<file path="src/rtl/shift_norm_if.sv">
// shift_norm_if: start/busy/done handshake and data bus of the shift_norm
// normalizer. Building with SHIFT_NORM_SIGNED_EN adds the signed_mode request bit.
//
// Handshake: the master may raise start at any time with data (and
// signed_mode) stable alongside it. The request is accepted on a rising edge
// only while the slave is idle or showing done. While busy is high, start is
// ignored and is not queued. done is a one-cycle pulse. result, count and zero
// are valid from that pulse and hold their values until the next accepted
// start.
interface shift_norm_if #(
  parameter int WIDTH = 32,
  parameter int CW    = 5
);
  logic             start;
  logic [WIDTH-1:0] data;
`ifdef SHIFT_NORM_SIGNED_EN
  logic             signed_mode;
`endif
  logic             busy;
  logic             done;
  logic [WIDTH-1:0] result;
  logic [CW-1:0]    count;
  logic             zero;

`ifdef SHIFT_NORM_SIGNED_EN
  modport master (output start, data, signed_mode,
                  input  busy, done, result, count, zero);
  modport slave  (input  start, data, signed_mode,
                  output busy, done, result, count, zero);
`else
  modport master (output start, data,
                  input  busy, done, result, count, zero);
  modport slave  (input  start, data,
                  output busy, done, result, count, zero);
`endif
endinterface

</file>
<file path="src/rtl/shift_norm.sv">
// shift_norm: multi-cycle left normalizer. It resolves one binary stage per
// cycle (16, 8, 4, 2, 1) and reports the shift applied. That count is the
// right shift a later barrel shifter needs to restore the value.
// Optional macro SHIFT_NORM_SIGNED_EN adds signed_mode: in that mode the
// block strips redundant sign bits instead of leading zeros.
// o_dbg_state encoding: 0 = IDLE, 1 = RUN, 2 = DONE.
module shift_norm #(
  parameter int WIDTH = 32,
  parameter int CW    = 5
) (
  input  logic        clk,
  input  logic        rst,
  shift_norm_if.slave bus,
  output logic [1:0]  o_dbg_state
);

  typedef enum logic [1:0] {
    S_IDLE = 2'd0,
    S_RUN  = 2'd1,
    S_DONE = 2'd2
  } state_t;

  state_t           r_state;
  state_t           w_next;
  logic [WIDTH-1:0] r_work;
  logic [WIDTH-1:0] r_result;
  logic [CW-1:0]    r_count;
  logic [CW-1:0]    r_stage;
  logic             r_zero;

  logic             w_accept;
  logic             w_busy;
  logic             w_done;
  logic             w_last;
  logic             w_signed;
  logic             w_take;
  logic [5:0]       w_keep;
  logic [WIDTH-1:0] w_cmp;
  logic [WIDTH-1:0] w_shifted;
  logic [WIDTH-1:0] w_work_nxt;
  logic [CW-1:0]    w_count_nxt;
  logic             w_zero_nxt;

`ifdef SHIFT_NORM_SIGNED_EN
  logic r_signed;

  // Capture the mode with the request; it stays fixed for the whole run.
  always_ff @(posedge clk) begin
    if (rst)           r_signed <= 1'b0;
    else if (w_accept) r_signed <= bus.signed_mode;
  end

  assign w_signed = r_signed;
`else
  assign w_signed = 1'b0;
`endif

  // State register.
  always_ff @(posedge clk) begin
    if (rst) r_state <= S_IDLE;
    else     r_state <= w_next;
  end

  // Next state and handshake outputs. A new request is taken in IDLE and in
  // DONE, so back-to-back operations lose no cycle.
  always_comb begin
    w_next   = r_state;
    w_accept = 1'b0;
    w_busy   = 1'b0;
    w_done   = 1'b0;
    w_last   = (r_stage == CW'(1));
    case (r_state)
      S_IDLE: begin
        if (bus.start) begin
          w_accept = 1'b1;
          w_next   = S_RUN;
        end
      end
      S_RUN: begin
        w_busy = 1'b1;
        if (w_last) w_next = S_DONE;
      end
      S_DONE: begin
        w_done = 1'b1;
        if (bus.start) begin
          w_accept = 1'b1;
          w_next   = S_RUN;
        end else begin
          w_next = S_IDLE;
        end
      end
      default: w_next = S_IDLE;
    endcase
  end

  // Stage test. Unsigned mode shifts when the top k bits are all zero. Signed
  // mode shifts when the top k+1 bits all match the sign bit: XOR with the
  // sign turns that into a test for zeros. Both tests keep the bits above a
  // cut point and check that they are zero.
  always_comb begin
    w_cmp       = w_signed ? (r_work ^ {WIDTH{r_work[WIDTH-1]}}) : r_work;
    w_keep      = w_signed ? (6'(WIDTH - 1) - {1'b0, r_stage})
                           : (6'(WIDTH) - {1'b0, r_stage});
    w_take      = ((w_cmp >> w_keep) == '0);
    w_shifted   = r_work << r_stage;
    w_work_nxt  = w_take ? w_shifted : r_work;
    w_count_nxt = w_take ? (r_count + r_stage) : r_count;
    // A full count of 31 in signed mode only comes from 0 or all-ones input.
    // In unsigned mode an input of 1 also reaches 31, so test the word.
    w_zero_nxt  = w_signed ? (w_count_nxt == CW'(WIDTH - 1)) : (w_work_nxt == '0);
  end

  // Datapath: load on accept, apply one stage per RUN cycle, and publish
  // result/zero on the last stage. Outputs hold until the next accept.
  always_ff @(posedge clk) begin
    if (rst) begin
      r_work   <= '0;
      r_result <= '0;
      r_count  <= '0;
      r_stage  <= '0;
      r_zero   <= 1'b0;
    end else if (w_accept) begin
      r_work  <= bus.data;
      r_count <= '0;
      r_stage <= CW'(WIDTH / 2);
    end else if (r_state == S_RUN) begin
      r_work  <= w_work_nxt;
      r_count <= w_count_nxt;
      r_stage <= r_stage >> 1;
      if (w_last) begin
        r_result <= w_work_nxt;
        r_zero   <= w_zero_nxt;
      end
    end
  end

  assign bus.busy    = w_busy;
  assign bus.done    = w_done;
  assign bus.result  = r_result;
  assign bus.count   = r_count;
  assign bus.zero    = r_zero;
  assign o_dbg_state = r_state;

endmodule

</file>
<file path="src/flat_wrapper.sv">
// flat-port wrapper written by rule: the top's interface ports become plain ports
module shift_norm_flat 
#(
  parameter int WIDTH = 32,
  parameter int CW    = 5
)
  (clk, rst, o_dbg_state, bus_start, bus_data, bus_busy, bus_done, bus_result, bus_count, bus_zero);
  shift_norm_if #(.WIDTH(WIDTH), .CW(CW)) bus_i ();
  input  logic clk;
  input  logic rst;
  output logic [1:0] o_dbg_state;
  input wire logic [$bits(bus_i.start)-1:0] bus_start;
  input wire logic [$bits(bus_i.data)-1:0] bus_data;
  output wire logic [$bits(bus_i.busy)-1:0] bus_busy;
  output wire logic [$bits(bus_i.done)-1:0] bus_done;
  output wire logic [$bits(bus_i.result)-1:0] bus_result;
  output wire logic [$bits(bus_i.count)-1:0] bus_count;
  output wire logic [$bits(bus_i.zero)-1:0] bus_zero;
  assign bus_i.start = bus_start;
  assign bus_i.data = bus_data;
  assign bus_busy = bus_i.busy;
  assign bus_done = bus_i.done;
  assign bus_result = bus_i.result;
  assign bus_count = bus_i.count;
  assign bus_zero = bus_i.zero;
  shift_norm #(.WIDTH(WIDTH), .CW(CW)) u_core (.clk(clk), .rst(rst), .bus(bus_i), .o_dbg_state(o_dbg_state));
endmodule
</file>
<file path="config.mk">
export PLATFORM = sky130hd
export DESIGN_NAME = shift_norm_flat
export DESIGN_NICKNAME = d
export VERILOG_FILES = /design/src/rtl/shift_norm_if.sv /design/src/rtl/shift_norm.sv /design/src/flat_wrapper.sv
export SDC_FILE = /design/constraint.sdc
export NUM_CORES = 1
export LEC_CHECK = 0
export BUFFER_PORTS_ARGS = -buffer_cell sky130_fd_sc_hd__buf_4
export CAP_MARGIN = 10
export CORE_MARGIN = 2
export CORE_UTILIZATION = 30
export DETAILED_ROUTE_END_ITERATION = 10
export PLACE_DENSITY_LB_ADDON = 0.25
export SLEW_MARGIN = 40
export SYNTH_ARGS = -nofsm -noshare
export SYNTH_HDL_FRONTEND = slang
export SYNTH_SLANG_ARGS = --single-unit
</file>
<file path="constraint.sdc">
create_clock -name clk -period 4.9 [get_ports clk]
set_input_delay 0.98 -clock clk [delete_from_list [all_inputs] [get_ports clk]]
set_output_delay 0.98 -clock clk [all_outputs]
set_load 0.05 [all_outputs]
</file>
==> flow_summary_export.csv, run 1 <==
group,metric,value,unit
clocking,clk_pin_slew_worst_paths,60,ps
detailed_routing,drc,0,
critical_path,crit_fanout,25,
detailed_routing,vias,6117,
clocking,clock_latency,350,ps
synthesis,syn_area,0.00623,mm²
global_routing,grt_pass1_wl,34.2,mm
die,dieWidth,148,µm
critical_path,end_kind,"flip-flop",
pwr,powerDensity,261,mW/mm²
clocking,ctsLongestPathBuffers,2,
layout,final_layout_size_suffix_gt1_share,23.0,%
pwr,irDropWorstVdd,0.000152,V
layout,nFillCells,2170,
critical_path,critPathBufInv,3,
die,die_height,148,µm
outcome,outcome,"finished clean",
critical_path,critical_path_class,"flip-flop to flip-flop",
synthesis,syn-instance-count,746,
critical_path,rr_endpoint,"u_core.bus.count[4]",
synthesis,async_flop_share,0,%
critical_path,worst_path_max_delay_cell,"or4_4",
global_routing,track_usage,19.9,%
critical_path,critPathRequiredTime,5170,ps
global_routing,antenna_found_initial,0,
timing,max_slew_margin,47.0,%
synthesis,syn-num-nets,788,
global_routing,grt_start_max_net_pins,73,
placement,place.gp.congestion,0.977,
timing,setup-violations-final,0,
synthesis,synth_edf_count,0,
critical_path,timing.rr.start,"u_core.r_stage[1]",
detailed_routing,drtIter0Drc,626,
clocking,post-cts-setup-buffers,0,
detailed_routing,finalWirelength,22.1,mm
detailed_routing,firstDrtPassIters,5,
critical_path,critPathArrivalTime,4520,ps
detailed_routing,drtAntennaViolNets,0,
timing,tightest_slew,792,ps
run,max_cap_viol_count,0,
critical_path,path_delay_family,"simple AND/OR/NAND/NOR gates",
layout,diodes,0,
timing,tns,0,ps
synthesis,syn_avg_cell_area,8.35,µm²
layout,final_area,0.00717,mm²
die,die-area,0.0219,mm²
timing,skew,10.3,ps
critical_path,cp-start-kind,"flip-flop",
pwr,leakagePower,2.61,nW
synthesis,ys_seq_area_share,24.7,%
placement,dp_hpwl,16.1,mm
timing,slew_violations,0,
synthesis,synth_warnings,0,
clocking,cts_tree,"done",
die,start_util,30.7,%
placement,portBuffers,76,
layout,fin_nets,814,
detailed_routing,vias_per_cell,5.84,
timing,post-route-period-util,86.6,%
global_routing,grt-ovfl-total,0,
timing,finalHoldViolCount,0,
detailed_routing,drt-wirelength-per-cell,21.2,µm
clocking,numCtsBuffers,9,
worst_hold_path,hold_end,"u_core.bus.result[0]",
clocking,htreeDepth,3,
critical_path,ff2ff_path_depth,13,
global_routing,grt_pass1_vias,5746,
layout,area_growth,15.1,%
placement,placed_cell_area,0.00687,mm²
clocking,cts.sinks,77,
timing,final.min_clock_period,4240,ps
critical_path,ff2ff_setup_slack,660,ps
synthesis,synth_cell_types,72,
die,io_pins,77,
die,rows,52,
timing,max_freq,0.236,GHz
timing,rsz0062_at_grt,"no",
clocking,postCtsHoldBufs,0,
critical_path,path_cells,"inv_2, ha_1, buf_4, nor3_2, a21oi_1, mux4_2, and3_1, or4_4, nor3_4, o21ai_2, buf_4, or3_1, a21oi_1",
worst_hold_path,min_path_type,"flip-flop to flip-flop",
worst_hold_path,hold_start,"u_core.bus.result[0]",
die,core,0.0203,mm²
synthesis,synth_flop_cell,"dfxtp_1",
clocking,clockRootBuffer,"clkbuf_16",
clocking,cts_resized,0,
critical_path,crit_path_max_incr_delay,530,ps
worst_hold_path,min_path_cells,2,
synthesis,synth_seq_cells,77,
## worst max path at each step
stage                                 start             endpoint  slack (ps)  cells past startpoint
after floorplan           u_core.r_stage[0]      u_core.bus.zero         750                     16
after global placement    u_core.r_stage[0]  u_core.bus.count[4]         650                     11
after detailed placement  u_core.r_stage[1]  u_core.bus.count[4]         710                     13
after CTS                 u_core.r_stage[1]  u_core.bus.count[4]         690                     13
after global routing      u_core.r_stage[1]  u_core.bus.count[4]         390                     13
final                     u_core.r_stage[1]  u_core.bus.count[4]         660                     13
## power breakdown
group	leakage [nW]	switching (W)	internal [W]
registers	0.628	0.0000713	0.000649
clock network	0.142	0.000304	0.000367
logic	1.84	0.000276	0.000202
total	2.61	0.000652	0.00122
## cells in the final DEF, fill, tap and decap left out, drive strengths merged, types with 11 or more instances in the layout
| cell type | Yosys | layout |
|---|---|---|
| a22oi | 18 | 18 |
| mux2i | 62 | 62 |
| a21oi | 36 | 36 |
| a211oi | 21 | 21 |
| mux2 | 23 | 23 |
| nand3 | 18 | 18 |
| inv | 14 | 18 |
| a31oi | 16 | 16 |
| nor4 | 11 | 11 |
| o21ai | 16 | 16 |
| mux4 | 18 | 18 |
| nand2b | 27 | 27 |
| nor3 | 22 | 22 |
| dfxtp | 77 | 77 |
| buf | 39 | 102 |
| nand2 | 58 | 58 |
| o22ai | 35 | 35 |
| or3 | 12 | 12 |
| nor2 | 68 | 68 |
## cells by family after synthesis
family,after synthesis,share of synthesized area [%]
AO/OA/AOI/OAI,209,23.9
XOR/XNOR,7,0.984
adder cells (fa/ha/maj),7,1.53
buffers and inverters,102,9.20
flip-flops,77,24.7
multiplexers,103,20.6
AND/OR/NAND/NOR,241,19.1
## synth_stat cells, types with 3 or more instances
| master | n | area share (%) |
|---|---|---|
| a211oi_1 | 21 | 2.5 |
| a21o_1 | 9 | 1.1 |
| a21oi_1 | 36 | 2.9 |
| a221o_1 | 10 | 1.6 |
| a221oi_1 | 3 | 0.42 |
| a22oi_1 | 18 | 2.2 |
| a311oi_1 | 3 | 0.42 |
| a31oi_1 | 16 | 1.6 |
| and2_1 | 4 | 0.40 |
| and3_1 | 3 | 0.30 |
| buf_1 | 5 | 0.30 |
| buf_2 | 10 | 0.80 |
| buf_4 | 7 | 0.84 |
| buf_6 | 17 | 3.1 |
| clkbuf_1 | 45 | 2.7 |
| dfxtp_1 | 77 | 25 |
| ha_1 | 6 | 1.2 |
| inv_1 | 12 | 0.72 |
| mux2_2 | 21 | 3.8 |
| mux2i_1 | 62 | 10 |
| mux4_2 | 18 | 6.5 |
| nand2_1 | 58 | 3.5 |
| nand2b_1 | 27 | 2.7 |
| nand3_1 | 18 | 1.4 |
| nor2_1 | 67 | 4.0 |
| nor2b_1 | 8 | 0.80 |
| nor3_1 | 20 | 1.6 |
| nor4_1 | 11 | 1.1 |
| o211ai_1 | 7 | 0.84 |
| o21ai_0 | 15 | 1.2 |
| o221ai_1 | 4 | 0.56 |
| o22ai_1 | 35 | 3.5 |
| o31ai_1 | 4 | 0.48 |
| o32ai_1 | 3 | 0.42 |
| or3_1 | 11 | 1.1 |
| xnor2_1 | 6 | 0.84 |
## registers in the layout (all words and copies together), names as in the netlist
register and cells:
u_core.bus.count 5, u_core.bus.result 32, u_core.bus.zero 1, u_core.o_dbg_state 2, u_core.r_stage 5, u_core.r_work 32
## through the flow
step           utilization (%)  hold WS (ps)  instances  setup slack, ps  power, W
2_1_floorplan                -           522        746              748   0.00105
3_3_place_gp              33.6           473       1029              650   0.00120
3_5_place_dp              33.9           475       1031              711   0.00120
4_1_cts                   35.3           482       1047              686   0.00187
5_1_grt                   35.3           512       1047              391   0.00194
6_report                  35.3           487       1047              658   0.00187
## cell type report
cell class	count	area (µm²)	area share, %
timing repair buffer	102	793	11.1
sequential	77	1550	21.6
clock buffer	10	239	3.33
clock inverter	6	53.8	0.750
multi-input combinational	567	4140	57.8
inverter	15	56.3	0.785
tap	270	338	4.71
## metal layers
layer / routed length (µm) / track usage [%] / up-vias
li1: - / - / 2845
met5: 0 / 0 / -
met3: 1980 / 5.31 / 40
met2: 9610 / 29.4 / 311
met1: 10100 / 28.5 / 2921
met4: 445 / 5.33 / 0
## worst min-delay path, stage by stage (launching register included)
cell	delay, ps
dfxtp_1	310
o21ai_0	70
a21oi_1	60
No activity file was read; power rests on OpenSTA's default activity.
==> run 2: changes to the inputs <==
--- a/config.mk
+++ b/config.mk
@@ -5,11 +5,12 @@
 export SDC_FILE = /design/constraint.sdc
 export NUM_CORES = 1
 export LEC_CHECK = 0
-export BUFFER_PORTS_ARGS = -buffer_cell sky130_fd_sc_hd__buf_4
 export CAP_MARGIN = 10
 export CORE_MARGIN = 2
 export CORE_UTILIZATION = 30
+export CTS_CLUSTER_DIAMETER = 150
 export DETAILED_ROUTE_END_ITERATION = 10
+export DONT_BUFFER_PORTS = 1
 export PLACE_DENSITY_LB_ADDON = 0.25
 export SLEW_MARGIN = 40
 export SYNTH_ARGS = -nofsm -noshare
==> constraint.sdc (replaced) <==
create_clock -name clk -period 5.35 [get_ports clk]
set_input_delay 1.07 -clock clk [delete_from_list [all_inputs] [get_ports clk]]
set_output_delay 1.07 -clock clk [all_outputs]
set_load 0.05 [all_outputs]
==> run 2 against run 1 <==
First-iteration DRC count increased by 6.4%. Register-to-register slack improved by 80 ps. Clock skew decreased by 3.5 ps. Final area decreased by 8.8%. Largest cell class unchanged. Highest routed layer unchanged.
==> flow_summary_export.csv, run 2 (synthesis results as in run 1) <==
group,metric,value,unit
detailed_routing,drt-wirelength-per-cell,22.4,µm
clocking,clk_pin_slew_worst_paths,60,ps
die,die_height,148,µm
critical_path,critical_path_class,"flip-flop to flip-flop",
detailed_routing,finalWirelength,21.6,mm
layout,mostFrequentLayoutCell,"dfxtp_1",
detailed_routing,vias_per_cell,6.04,
timing,setup-violations-final,0,
die,rows,52,
detailed_routing,drc,0,
clocking,post-cts-setup-buffers,0,
placement,portBuffers,0,
timing,setup_slack,739,ps
layout,layout_common_cells,"dfxtp_1 (74), nor2_1 (66), mux2i_1 (62), nand2_1 (58), a21oi_1 (36)",
critical_path,critPathRequiredTime,5610,ps
global_routing,grt-ovfl-total,0,
layout,layoutNonFillerInstCount,962,
clocking,numCtsBuffers,9,
timing,post-route-period-util,86.2,%
timing,slew_violations,0,
global_routing,antenna_found_initial,0,
clocking,htreeDepth,3,
global_routing,grt_pass1_wl,33.8,mm
pwr,powerDensity,266,mW/mm²
timing,max_freq,0.217,GHz
timing,rsz0062_at_grt,"no",
clocking,cts_tree,"done",
layout,utilization,32.2,%
critical_path,critPathBufInv,3,
clocking,cts_resized,0,
critical_path,crit_fanout,25,
timing,tns,0,ps
clocking,cts.sinks,77,
timing,tightest_slew,821,ps
timing,skew,6.86,ps
detailed_routing,drtIter0Drc,666,
timing,finalHoldViolCount,0,
critical_path,end_kind,"flip-flop",
critical_path,path_cells,"inv_2, ha_1, buf_4, nor3_1, a21oi_1, mux4_2, a2111oi_2, o221ai_1, nor3_4, nor2_4, buf_4, or3_1, a311oi_1",
run,max_cap_viol_count,0,
layout,area_growth,4.92,%
clocking,clock_latency,350,ps
die,core,0.0203,mm²
detailed_routing,firstDrtPassIters,5,
placement,place_worst_setup_slack,838,ps
critical_path,ff2ff_setup_slack,740,ps
timing,max_slew_margin,45.3,%
global_routing,grt_pass1_vias,5479,
critical_path,path_delay_family,"simple AND/OR/NAND/NOR gates",
clocking,clockRootBuffer,"clkbuf_16",
layout,fin_nets,729,
critical_path,critPathArrivalTime,4870,ps
layout,diodes,0,
placement,placedCellCount,946,
layout,final_layout_size_suffix_gt1_share,13.4,%
die,start_util,30.7,%
die,die-area,0.0219,mm²
critical_path,worst_path_max_delay_cell,"ha_1",
clocking,ctsLongestPathBuffers,2,
pwr,leakagePower,2.19,nW
timing,final.min_clock_period,4610,ps
clocking,postCtsHoldBufs,0,
critical_path,crit_path_max_incr_delay,570,ps
detailed_routing,drtAntennaViolNets,0,
die,io_pins,77,
die,dieWidth,148,µm
detailed_routing,vias,5814,
global_routing,track_usage,19.7,%
pwr,irDropWorstVdd,0.000148,V
critical_path,crit_top_cell,"buf_4",
placement,dp_hpwl,15.4,mm
global_routing,grt_start_max_net_pins,73,
critical_path,cp-start-kind,"flip-flop",
placement,place.gp.congestion,0.927,
worst_hold_path,min_path_type,"flip-flop to flip-flop",
outcome,outcome,"finished clean",
timing,whs,548,ps
==> run 2: cell types whose count changed in the layout (fill, tap and decap cells not counted), moves of 2 or more <==
| cell | before | now |
|---|---|---|
| bufinv_16 | 0 | 2 |
| inv_6 | 3 | 0 |
| clkinv_2 | 0 | 2 |
| nor2b_2 | 0 | 2 |
| buf_4 | 100 | 16 |
==> run 2: worst register-to-register path, cell delays in order, from the launching register on <==
cell	delay, ps
dfxtp_2	320
inv_2	210
ha_1	570
buf_4	350
nor3_1	220
a21oi_1	70
mux4_2	490
a2111oi_2	410
o221ai_1	250
nor3_4	490
nor2_4	250
buf_4	290
or3_1	360
a311oi_1	250
==> run 2: layout make-up <==
type	instances	area [µm²]
fill	2188	13800
multi-input combinational	567	4140
sequential	77	1550
tap	270	338
clock buffer	12	256
timing repair buffer	17	135
clock inverter	4	70.1
inverter	15	56.3
==> run 2: routing by layer <==
layer / GRT usage [%] / part of all wire, % / vias up
li1: - / - / 2684
met1: 28.7 / 47 / 2827
met2: 28.3 / 42 / 268
met3: 5.00 / 9.1 / 35
met4: 6.71 / 2.6 / 0
met5: 0 / 0 / -
==> run 2: worst paths after layout <==
kind,start,to,cells past startpoint
min reg2reg,u_core.r_stage[2],u_core.r_stage[2],2
max,u_core.r_stage[1],u_core.bus.result[13],13
min,u_core.r_stage[2],u_core.r_stage[2],2
max reg2reg,u_core.r_stage[1],u_core.bus.result[13],13
==> run 2: per-stage QoR <==
step	cell area [µm²]	total power, W
finish	6540	0.00174
global route	6540	0.00181
CTS	6540	0.00174
detailed placement	6210	0.00106
global placement	6190	0.00106
floorplan	6230	0.000962
==> run 2: report_power, final <==
group	total, W	switching, W	internal [W]
clock	0.000681	0.000249	0.000433
sequential	0.000667	0.0000716	0.000595
combinational	0.000393	0.000230	0.000162
total	0.00174	0.000550	0.00119
